===== config.mk =====
export PLATFORM = sky130hd
export DESIGN_NAME = sipo_rx
export DESIGN_NICKNAME = d
export VERILOG_FILES = /design/src/rtl/sipo_pkg.sv /design/src/rtl/sipo_rx.sv
export SDC_FILE = /design/constraint.sdc
export NUM_CORES = 1
export LEC_CHECK = 0
export BUFFER_PORTS_ARGS = -buffer_cell sky130_fd_sc_hd__buf_4
export CORE_MARGIN = 5
export CORE_UTILIZATION = 33
export CTS_CLUSTER_DIAMETER = 50
export DETAILED_ROUTE_END_ITERATION = 7
export GPL_ROUTABILITY_DRIVEN = 0
export HOLD_SLACK_MARGIN = 0.15
export SLEW_MARGIN = 20
export SYNTH_ARGS = -nofsm -noshare
export SYNTH_HDL_FRONTEND = slang
export SYNTH_SLANG_ARGS = --single-unit

===== constraint.sdc =====
create_clock -name clk -period 2.25 [get_ports clk]
set_input_delay 0.1125 -clock clk [delete_from_list [all_inputs] [get_ports clk]]
set_output_delay 0.1125 -clock clk [all_outputs]
set_load 0.02 [all_outputs]

===== src/rtl/sipo_pkg.sv =====
// Shared types for the serial-in parallel-out receiver.
// The PARITY state exists only when SIPO_RX_PARITY_EN is defined.
package sipo_pkg;

    typedef enum logic [1:0] {
        IDLE   = 2'b00,
        SHIFT  = 2'b01
`ifdef SIPO_RX_PARITY_EN
        ,
        PARITY = 2'b10
`endif
    } state_t;

endpackage


===== src/rtl/sipo_rx.sv =====
// Serial-in parallel-out receiver with a held output register and overrun flag.
// Define SIPO_RX_PARITY_EN to add an even-parity bit and the parity_err output.
module sipo_rx
    import sipo_pkg::*;
#(
    parameter int WIDTH     = 8,
    parameter int MSB_FIRST = 1
) (
    input  logic             clk,
    input  logic             rst_n,
    input  logic             bit_in,
    input  logic             bit_valid,
    input  logic             frame_start,
    output logic [WIDTH-1:0] par_out,
    output logic             out_valid,
    input  logic             out_ready,
    output logic             overrun,
    input  logic             clr_overrun
`ifdef SIPO_RX_PARITY_EN
    ,
    output logic             parity_err
`endif
);

    localparam int CW = $clog2(WIDTH + 1);
    localparam logic [CW-1:0] LAST = CW'(WIDTH - 1);

    state_t           state;
    state_t           state_nx;
    logic [CW-1:0]    cnt;
    logic [WIDTH-1:0] sreg;
    logic [WIDTH-1:0] sreg_nx;
    logic [WIDTH-1:0] frame;
    logic             take;
    logic             start;
    logic             done;
    logic             load;
    logic             drop;

    assign take  = bit_valid && !frame_start;
    assign start = bit_valid && frame_start;

    assign sreg_nx = (MSB_FIRST != 0) ? {sreg[WIDTH-2:0], bit_in}
                                      : {bit_in, sreg[WIDTH-1:1]};

    always_ff @(posedge clk or negedge rst_n) begin
        if (!rst_n) state <= IDLE;
        else        state <= state_nx;
    end

    always_comb begin
        state_nx = state;
        case (state)
            IDLE: begin
                if (start) state_nx = SHIFT;
            end
            SHIFT: begin
                if (start) begin
                    state_nx = SHIFT;
                end else if (take && cnt == LAST) begin
`ifdef SIPO_RX_PARITY_EN
                    state_nx = PARITY;
`else
                    state_nx = IDLE;
`endif
                end
            end
`ifdef SIPO_RX_PARITY_EN
            PARITY: begin
                if (start)     state_nx = SHIFT;
                else if (take) state_nx = IDLE;
            end
`endif
            default: state_nx = IDLE;
        endcase
    end

    always_comb begin
        done  = 1'b0;
        frame = sreg_nx;
`ifdef SIPO_RX_PARITY_EN
        frame = sreg;
        if (state == PARITY && take) done = 1'b1;
`else
        if (state == SHIFT && take && cnt == LAST) done = 1'b1;
`endif
    end

    assign load = done && (!out_valid || out_ready);
    assign drop = done && out_valid && !out_ready;

    // A frame_start always restarts the frame, whatever state we are in.
    always_ff @(posedge clk or negedge rst_n) begin
        if (!rst_n) begin
            cnt  <= '0;
            sreg <= '0;
        end else if (start) begin
            cnt  <= CW'(1);
            sreg <= sreg_nx;
        end else if (take) begin
            case (state)
                SHIFT: begin
                    sreg <= sreg_nx;
                    cnt  <= done ? '0 : cnt + 1'b1;
                end
`ifdef SIPO_RX_PARITY_EN
                PARITY: cnt <= '0;
`endif
                default: ;
            endcase
        end
    end

    always_ff @(posedge clk or negedge rst_n) begin
        if (!rst_n) begin
            par_out   <= '0;
            out_valid <= 1'b0;
        end else if (load) begin
            par_out   <= frame;
            out_valid <= 1'b1;
        end else if (out_valid && out_ready) begin
            out_valid <= 1'b0;
        end
    end

    always_ff @(posedge clk or negedge rst_n) begin
        if (!rst_n)           overrun <= 1'b0;
        else if (drop)        overrun <= 1'b1;
        else if (clr_overrun) overrun <= 1'b0;
    end

`ifdef SIPO_RX_PARITY_EN
    always_ff @(posedge clk or negedge rst_n) begin
        if (!rst_n)    parity_err <= 1'b0;
        else if (load) parity_err <= ^sreg ^ bit_in;
    end
`endif

endmodule

==> results of run 1 <==
-- Yosys cell counts, drive strengths merged --
cell / n
nand3b: 2
and3b: 1
buf: 1
a21o: 1
mux2: 15
inv: 3
nand2b: 1
dfrtp: 22
nand3: 1
nand2: 5
nor4b: 1
or2: 1
ha: 1
o311ai: 1
o22ai: 1
nor4bb: 1
nor2: 1
o21ai: 4
a22o: 2
nand4b: 1
-- metrics by stage --
stage | cells | power (W) | worst slack (ps) | utilization, % | area, µm²
after floorplan | 66 | 0.0006279 | 625.0 | - | 924.6
after global placement | 112 | 0.0007053 | 468.8 | 39.80 | 1079
after detailed placement | 112 | 0.0007072 | 404.5 | 39.80 | 1079
after CTS | 123 | 0.0009362 | 388.6 | 43.72 | 1185
after global routing | 123 | 0.0009836 | 295.9 | 43.72 | 1185
final | 123 | 0.0009193 | 394.0 | 43.72 | 1185
-- sequential cells by signal (all words and copies together) (netlist names) --
signal and flops:
state 1, out_valid 1, sreg 7, overrun 1, cnt 4, par_out 8
-- how the worst max path moves through the flow --
stage	slack [ps]	to	cells after the start	startpoint
final	390	par_out[7]	4	cnt[0]
after global routing	300	par_out[0]	4	cnt[0]
after CTS	390	par_out[6]	4	cnt[0]
after detailed placement	400	par_out[6]	4	cnt[0]
after global placement	470	par_out[2]	4	cnt[0]
after floorplan	620	par_out[0]	4	cnt[0]
-- cell usage in the layout, fill, tap and decap left out --
cell / count
o21ai_0: 3
o22ai_1: 1
nor2_1: 1
mux2_2: 15
ha_1: 1
and3b_1: 1
o21ai_2: 1
or2_2: 1
clkbuf_8: 1
dlygate4sd3_1: 7
o311ai_0: 1
clkbuf_4: 3
nor4b_4: 1
nand4b_2: 1
nand3b_1: 2
a21o_1: 1
nand3_1: 1
nor4bb_1: 1
dfrtp_1: 22
inv_1: 3
nand2b_1: 1
nand2_1: 5
a22o_1: 2
buf_4: 16
-- power by group through the flow --
stage	clock network [W]	logic, W	registers [W]
2_1_floorplan	0	0.0000879	0.000540
3_3_place_gp	0	0.000185	0.000520
3_5_place_dp	0	0.000186	0.000521
4_1_cts	0.000228	0.000195	0.000513
5_1_grt	0.000248	0.000209	0.000526
6_report	0.000216	0.000192	0.000512
-- metal layers --
metal / wire length [µm] / up-vias / part of all wire, % / track usage, %
met5: 0 / - / 0 / 0
met4: 0 / 0 / 0 / 2.387
met3: 70 / 0 / 4.4 / 3.597
met2: 808 / 12 / 51 / 15.13
met1: 703 / 285 / 44 / 10.82
li1: - / 293 / - / -
-- layout make-up --
type	count	area, µm²	share of cell area (%)
Timing Repair Buffer	23	190.2	16.05
Sequential cell	22	550.5	46.46
Clock buffer	4	36.28	3.062
Inverter	3	11.26	0.9504
Tap cell	31	38.79	3.273
Multi-Input combinational cell	40	357.8	30.20
-- worst max-delay path, stage by stage (launching register included) --
cell and delay, ps:
dfrtp_1 410, ha_1 220, nand4b_2 160, nor4b_4 550
mux2_2 400
-- kinds of logic (layout without fill, tap and decap cells) --
logic type	after synthesis	after routing	share of synthesized area (%)
DFF	22	22	59.54
AOI/OAI and AO/OA	9	9	6.902
adders and majority gates	1	1	1.353
and+or+nand+nor	15	15	12.18
muxes	15	15	18.27
buffers and inverters	4	30	1.759
==> metrics.md, run 1 <==
| Metric | Value |
|---|---|
| CP max FO | `8` |
| Hold WS | `212.3 ps` |
| Max_cap viols | `0` |
| Top cell type's share of synthesized area | `59.54%` |
| Setup Skew | `8.585 ps` |
| Post-Route WL | `1581 µm` |
| Warnings from Yosys | `0` |
| Congestion Overflow GR | `0` |
| Clk_lat worst skew | `310 ps` |
| Final period util | `82.49%` |
| Clock Power Share | `23.4%` |
| Total die area | `3961 µm²` |
| Reg-to-reg critical path startpoint | `cnt[0]` |
| Worst setup EP type | `register` |
| Path depth of the worst reg2reg path | `4` |
| Worst r2r dst | `par_out[7]` |
| Hold crit path type | `input port to asynchronous set/reset pin` |
| Switch share | `26.90%` |
| Clock root buffer | `clkbuf_4` |
| Vias in the first global route | `677` |
| Final HPWL DP | `1093 µm` |
| First DRT Iteration DRCs | `6` |
| Row count | `19` |
| First-pass GRT wire length | `2918 µm` |
| Max clock buf depth | `2` |
| Die H | `62.94 µm` |
| Setup TNS | `0 ps` |
| Relative slew slack | `60.04%` |
| ANT cells | `0` |
| Final #Nets | `101` |
| Flip-flop and latch count after synthesis | `22` |
| Synth Instances | `66` |
| Flop-to-flop setup slack | `390 ps` |
| 1st-pass router iterations | `4` |
| Fin. max-slew vios | `0` |
| Layout cells sized above 1 | `42.39%` |
| Seq/Total Area, Yosys | `59.54%` |
| Mapped cell area | `924.6 µm²` |
| Synth area leader | `dfrtp_1` |
| Die X | `62.94 µm` |
| Initial Util | `34.12%` |
| Wire per inst | `12.85 µm` |
| CTS tree | `built` |
| Area delta synth->final | `28.15%` |
| GRT Total Usage | `9.094%` |
| RSZ-0062 raised after global routing | `false` |
| Post-CTS Resized | `0` |
| DRC Markers | `0` |
| Post-CTS Setup Bufs | `0` |
| FMAX | `0.5388 GHz` |
| Vias | `590` |
| Sequential power share | `55.7%` |
| Avg Cell Area, Syn | `14.01 µm²` |
| Status | `completed` |
| Synth top area cells | `dfrtp_1, mux2_2, nor4b_4` |
| CP Data Arrival Time | `2050 ps` |
| Routed vias/inst | `4.797` |
| Antenna violations before repair | `0` |
| Leak pwr | `0.5742 nW` |
| CTS clock-pin slew for the worst setup and hold paths | `120 ps` |
| Power Density | `775.9 nW/µm²` |
| NetSw | `0.0002473 W` |
| Layout fillers | `263` |
| Yosys cell types | `21` |
| Worst Max-Slew Pin Slew | `596.9 ps` |
| Worst vdd ir | `0.0005413 V` |
| PortBufs | `16` |
| CTS buffer count | `3` |
| Tmin final | `1856 ps` |
| Pint | `0.0006720 W` |
| Largest net degree at the start of global routing | `23` |
| Clock sink total | `22` |
| Core Footprint | `2710 µm²` |
| Ports | `17` |
| Post-synthesis net count | `74` |
| Routed Antenna Nets | `0` |
| Final hold viol count | `0` |
| Crit path required time | `2450 ps` |
| Final setup vio count | `0` |
| CTS H-tree lvls | `1` |
| Worst Setup Start Kind | `register` |
| Logic pwr share | `20.8%` |
| CP Class | `register to register` |
| Hold buffers post-CTS | `7` |
No activity file was read; power rests on OpenSTA's default activity.
==> inputs of run 2 (changes only) <==
- clock period: 2.25 -> 1.85 ns (I/O delays scaled with it)
==> run 2 against run 1 <==
Effect of this change: power increased by 22%; largest power group unchanged; die area unchanged; global-route usage decreased by 0.29 points; hold slack got worse by 15 ps; cell area increased by 1.5%; largest cell class unchanged.
==> metrics.md, run 2 (synthesis results as in run 1) <==
| Metric | Value |
|---|---|
| Top Registers | `par_out (8), sreg (7), cnt (4)` |
| CTS clock-pin slew for the worst setup and hold paths | `120 ps (about the same)` |
| 1st-pass router iterations | `3 (-1)` |
| Final setup vio count | `0 (unchanged)` |
| Die H | `62.94 µm (unchanged)` |
| Finished Layout Cells | `125 (+1.6%)` |
| Power Density | `931.9 nW/µm² (+20%)` |
| Worst setup EP type | `register` |
| First-pass GRT wire length | `2849 µm (-2.4%)` |
| Hold WS | `197.1 ps (-15.12 ps)` |
| Antenna violations before repair | `0 (unchanged)` |
| Crit path required time | `2100 ps (-350 ps)` |
| Placed cell areas | `1086 µm² (+0.70%)` |
| NetSw | `0.0002976 W (+20%)` |
| Clock root buffer | `clkbuf_4` |
| Sequential power share | `55.5% (-0.2 points)` |
| Relative slew slack | `66.90% (+6.9 points)` |
| Fin. max-slew vios | `0 (unchanged)` |
| Tmin final | `1746 ps (-110.3 ps)` |
| Area delta synth->final | `30.04%` |
| CP Class | `register to register` |
| Switch share | `26.56% (-0.34 points)` |
| Sequential cell area | `550.5 µm² (unchanged)` |
| Worst vdd ir | `0.0007130 V (+32%)` |
| Clock Power Share | `22.9% (-0.5 points)` |
| Post-Place Worst Slack | `202.1 ps (-202.4 ps)` |
| CTS buffer count | `3 (unchanged)` |
| Most common cell after layout, fill and taps aside | `dfrtp_1` |
| Placed Cells | `113 (+0.89%)` |
| Die X | `62.94 µm (unchanged)` |
| Max_cap viols | `0 (unchanged)` |
| Max clock buf depth | `2 (unchanged)` |
| Final hold viol count | `0 (unchanged)` |
| Ports | `17 (unchanged)` |
| PnR worst setup slack | `104.3 ps (-289.7 ps)` |
| Routed Antenna Nets | `0 (unchanged)` |
| Clk_lat worst skew | `300 ps (about the same)` |
| Initial Util | `34.12% (unchanged)` |
| Row count | `19 (unchanged)` |
| Largest net degree at the start of global routing | `23 (unchanged)` |
| Hold crit path type | `input port to asynchronous set/reset pin` |
| Final #Nets | `103 (+2.0%)` |
| CTS H-tree lvls | `1 (unchanged)` |
| Clock sink total | `22 (unchanged)` |
| Layout fillers | `273 (+3.8%)` |
| Wire per inst | `12.52 µm (-2.6%)` |
| Final period util | `94.36% (+12 points)` |
| GRT Total Usage | `8.801% (-0.29 points)` |
| Vias | `602 (+2.0%)` |
| Congestion Overflow GR | `0 (unchanged)` |
| CTS tree | `built` |
| Vias in the first global route | `648 (-4.3%)` |
| Most frequent cells in the layout | `dfrtp_1, buf_4, mux2_2` |
| Worst Max-Slew Pin Slew | `496.4 ps (-100.6 ps)` |
| Total die area | `3961 µm² (unchanged)` |
| Final core utilization | `44.37% (+0.65 points)` |
| Core Footprint | `2710 µm² (unchanged)` |
| DRC Markers | `0 (unchanged)` |
| First DRT Iteration DRCs | `5 (-1)` |
| Setup Skew | `4.517 ps (-4.068 ps)` |
| CP max FO | `4 (-4)` |
| FMAX | `0.5728 GHz (+6.3%)` |
| Worst Setup Start Kind | `register` |
| Largest Register | `par_out` |
| Leak pwr | `0.5826 nW (+1.5%)` |
| Layout cells sized above 1 | `44.68% (+2.3 points)` |
| Post-Route WL | `1565 µm (-1.0%)` |
| Logic pwr share | `21.6% (+0.8 points)` |
| Routed vias/inst | `4.816 (+0.40%)` |
| CP Data Arrival Time | `1990 ps (-60 ps)` |
| Pint | `0.0008229 W (+22%)` |
| Largest register FFs | `8 (unchanged)` |
| Status | `completed` |
| Fin area | `1202 µm² (+1.5%)` |
| Multi-input combinational cell area | `360.3 µm² (+0.70%)` |
| Final HPWL DP | `1108 µm (+1.3%)` |
| PortBufs | `16 (unchanged)` |
| ANT cells | `0 (unchanged)` |
-- run 2: changes by cell type in the layout (fill, tap and decap cells not counted), sizes merged --
cell,change
buf,+2
-- run 2: metal layers --
layer / track usage, % / part of all wire, % / up-vias
li1: - / - / 293
met1: 9.831 / 44 / 296
met2: 15.26 / 50 / 11
met3: 3.597 / 4.5 / 2
met4: 2.387 / 0.89 / 0
met5: 0 / 0 / -
-- run 2: cell type report --
type                            instances  share of cell area [%]
Clock buffer                            4                   3.018
Inverter                                3                  0.9365
Multi-Input combinational cell         40                   29.97
Sequential cell                        22                   45.79
Tap cell                               31                   3.226
Timing Repair Buffer                   25                   17.07
-- run 2: worst max-delay path, cell delays in order, from the launching register on --
cell and delay, ps:
dfrtp_1 420, ha_2 220, nand3b_1 90, or2_2 300, o22ai_1 100, dlygate4sd3_1 560
-- run 2: power groups by stage --
stage                     clock network (W)  registers, W  logic [W]
final                              0.000256      0.000622   0.000242
after global routing               0.000292      0.000642   0.000265
after CTS                          0.000270      0.000624   0.000241
after detailed placement                  0      0.000633   0.000231
after global placement                    0      0.000633   0.000225
after floorplan                           0      0.000657   0.000107
-- run 2: path summary, 6_finish.rpt --
path / start / to / slack (ps) / cells past startpoint
max reg2reg: cnt[0] / overrun / 100 / 5
max in group asynchronous: rst_n / par_out[7] / 1430 / 2
max: cnt[0] / overrun / 100 / 5
min reg2reg: par_out[3] / par_out[3] / 520 / 1
min: rst_n / out_valid / 200 / 2
min in group clk: par_out[3] / par_out[3] / 520 / 1
-- run 2: repair_timing --
item	CTS	global route
setup endpoints to repair	0	1
resized for setup	0	1
buffers inserted	0	1
endpoints found under the hold margin	29	0
hold buffers	7	0
-- run 2: metrics by stage --
step / power (W) / TNS, ps
2_1_floorplan: 0.0007636 / 0
3_3_place_gp: 0.0008580 / 0
3_5_place_dp: 0.0008640 / 0
4_1_cts: 0.001134 / 0
5_1_grt: 0.001199 / -10.78
6_report: 0.001121 / 0
==> inputs of run 3 (changes only) <==
- CELL_PAD_IN_SITES_DETAIL_PLACEMENT: unset -> 1
- CELL_PAD_IN_SITES_GLOBAL_PLACEMENT: unset -> 1
- PLACE_DENSITY_LB_ADDON: unset -> 0.1
==> run 3 against run 2 <==
Effect of this change: count of clock-buffer cells in the layout is 1 lower; cell area rose by 2.2%; non-clock buffer count unchanged; via count rose by 2.2%; register-to-register slack lost 20 ps; final cell count unchanged; sequential share of layout area fell by 0.98 points; critical path type unchanged.
==> metrics.md, run 3 (synthesis results as in run 1) <==
| Metric | Value |
|---|---|
| Finished Layout Cells | `125 (unchanged)` |
| Die X | `62.94 µm (unchanged)` |
| Leak pwr | `0.5911 nW (+1.5%)` |
| Core Footprint | `2710 µm² (unchanged)` |
| Placed Cells | `114 (+0.88%)` |
| Final HPWL DP | `1300 µm (+17%)` |
| Total die area | `3961 µm² (unchanged)` |
| Layout fillers | `295 (+8.1%)` |
| Final #Nets | `103 (unchanged)` |
| Max incr delay on CP | `580 ps (+20 ps)` |
| Flop-to-flop setup slack | `80 ps (-20 ps)` |
| Final setup vio count | `0 (unchanged)` |
| Clock Power Share | `29.4% (+6.5 points)` |
| Crit path required time | `2100 ps (about the same)` |
| Initial Util | `34.12% (unchanged)` |
| Die H | `62.94 µm (unchanged)` |
| Largest net degree at the start of global routing | `23 (unchanged)` |
| Ports | `17 (unchanged)` |
| Vias in the first global route | `674 (+4.0%)` |
| Row count | `19 (unchanged)` |
| Largest Register | `par_out` |
| Final hold viol count | `0 (unchanged)` |
| CP Data Arrival Time | `2010 ps (+20 ps)` |
| Worst setup EP type | `register` |
| Worst path cell trace | `ha_4 -> nand3b_1 -> or2_2 -> o22ai_1 -> dlygate4sd3_1` |
| Worst Setup Start Kind | `register` |
| Relative slew slack | `69.21% (+2.3 points)` |
| Worst vdd ir | `0.0005422 V (-24%)` |
| Final core utilization | `45.34% (+0.97 points)` |
| CTS clock-pin slew for the worst setup and hold paths | `120 ps (about the same)` |
| Worst r2r dst | `overrun` |
| Final period util | `95.42% (+1.1 points)` |
| Sequential power share | `50.9% (-4.6 points)` |
| CP max FO | `3 (-1)` |
| PnR worst setup slack | `84.64 ps (-19.67 ps)` |
| Worst Max-Slew Pin Slew | `461.9 ps (-34.51 ps)` |
| Post-Route WL | `1849 µm (+18%)` |
| Tmin final | `1765 ps (+19.67 ps)` |
| Overall Power | `0.001240 W (+11%)` |
| FMAX | `0.5665 GHz (-1.1%)` |
| Top Registers | `par_out (8), sreg (7), cnt (4)` |
| Congestion Overflow GR | `0 (unchanged)` |
| Vias | `615 (+2.2%)` |
| GRT Total Usage | `10.41% (+1.6 points)` |
| Routed Antenna Nets | `0 (unchanged)` |
| Hold crit path type | `input port to asynchronous set/reset pin` |
| ANT cells | `0 (unchanged)` |
| Switch share | `25.48% (-1.1 points)` |
| First-pass GRT wire length | `3277 µm (+15%)` |
| Most frequent cells in the layout | `dfrtp_1, buf_4, mux2_2` |
| Max clock buf depth | `2 (unchanged)` |
| Setup TNS | `0 ps (unchanged)` |
| CP Class | `register to register` |
| First DRT Iteration DRCs | `3 (-2)` |
| Setup Skew | `5.515 ps (+0.9975 ps)` |
| Largest register FFs | `8 (unchanged)` |
| Most common cell after layout, fill and taps aside | `dfrtp_1` |
| CTS H-tree lvls | `1 (unchanged)` |
| PortBufs | `16 (unchanged)` |
| Pint | `0.0009241 W (+12%)` |
| Routed vias/inst | `4.920 (+2.2%)` |
| Area delta synth->final | `32.88%` |
| Sequential cell area | `550.5 µm² (unchanged)` |
| Wire per inst | `14.79 µm (+18%)` |
| CTS tree | `built` |
| CTS buffer count | `3 (unchanged)` |
| Path depth of the worst reg2reg path | `5 (unchanged)` |
| Max_cap viols | `0 (unchanged)` |
| Clk_lat worst skew | `300 ps (about the same)` |
| Clock root buffer | `clkbuf_4` |
| Reg-to-reg critical path startpoint | `cnt[1]` |
| Fin. max-slew vios | `0 (unchanged)` |
| Power Density | `1009 nW/µm² (+8.3%)` |
| NetSw | `0.0003159 W (+6.2%)` |
| Clock sink total | `22 (unchanged)` |
| Antenna violations before repair | `0 (unchanged)` |
| Crit-path slowest cell | `dlygate4sd3_1` |
| Post-CTS Setup Bufs | `0 (unchanged)` |
| Crit path max-delay family | `buffers and inverters` |
| 1st-pass router iterations | `2 (-1)` |
| DRC Markers | `0 (unchanged)` |
| Logic pwr share | `19.7% (-1.9 points)` |
| Crit path buf inv count | `1 (unchanged)` |
| Status | `completed` |
| Layout cells sized above 1 | `44.68% (unchanged)` |
| Post-Place Worst Slack | `184.3 ps (-17.80 ps)` |
| Multi-input combinational cell area | `370.4 µm² (+2.8%)` |
run 3: area by class of cell:
type | instances | share of cell area, %
Clock inverter | 1 | 2.444
Sequential cell | 22 | 44.81
Inverter | 3 | 0.9165
Clock buffer | 3 | 1.833
Tap cell | 31 | 3.157
Timing Repair Buffer | 25 | 16.70
Multi-Input combinational cell | 40 | 30.14
run 3: worst register-to-register path, stage by stage (launching register included):
cell           delay [ps]
dfrtp_1               440
ha_4                  170
nand3b_1               90
or2_2                 300
o22ai_1               140
dlygate4sd3_1         580
run 3: worst max path at each step:
stage	slack [ps]	cells after the start	to	start
after floorplan	220	4	par_out[0]	cnt[0]
after global placement	220	5	par_out[0]	cnt[0]
after detailed placement	180	5	par_out[3]	cnt[0]
after CTS	110	5	overrun	cnt[0]
after global routing	-10	5	overrun	cnt[0]
final	80	5	overrun	cnt[1]
run 3: power by group through the flow:
| stage | logic (W) | registers (W) | clock network [W] |
|---|---|---|---|
| floorplan | 0.000107 | 0.000657 | 0 |
| global placement | 0.000228 | 0.000634 | 0 |
| detailed placement | 0.000232 | 0.000639 | 0 |
| CTS | 0.000243 | 0.000629 | 0.000378 |
| global route | 0.000267 | 0.000647 | 0.000404 |
| finish | 0.000244 | 0.000632 | 0.000364 |
run 3: per-layer routing:
| layer | share of wire [%] | track usage [%] | vias up |
|---|---|---|---|
| li1 | - | - | 293 |
| met3 | 3.9 | 3.237 | 2 |
| met5 | 0 | 0 | - |
| met2 | 53 | 17.18 | 12 |
| met4 | 1.0 | 3.979 | 0 |
| met1 | 42 | 12.53 | 308 |
run 3: repair_timing:
item / in CTS / in global routing
endpoints found under the hold margin: 29 / 0
hold buffers: 7 / 0
endpoints found under the setup margin: 0 / 1
resized for setup: 0 / 2
run 3: per-stage QoR:
step	hold WS [ps]	cell area, µm²
floorplan	-203.1	924.6
global placement	-0.05149	1094
detailed placement	2.216	1094
CTS	199.6	1216
global route	208.6	1229
finish	195.4	1229
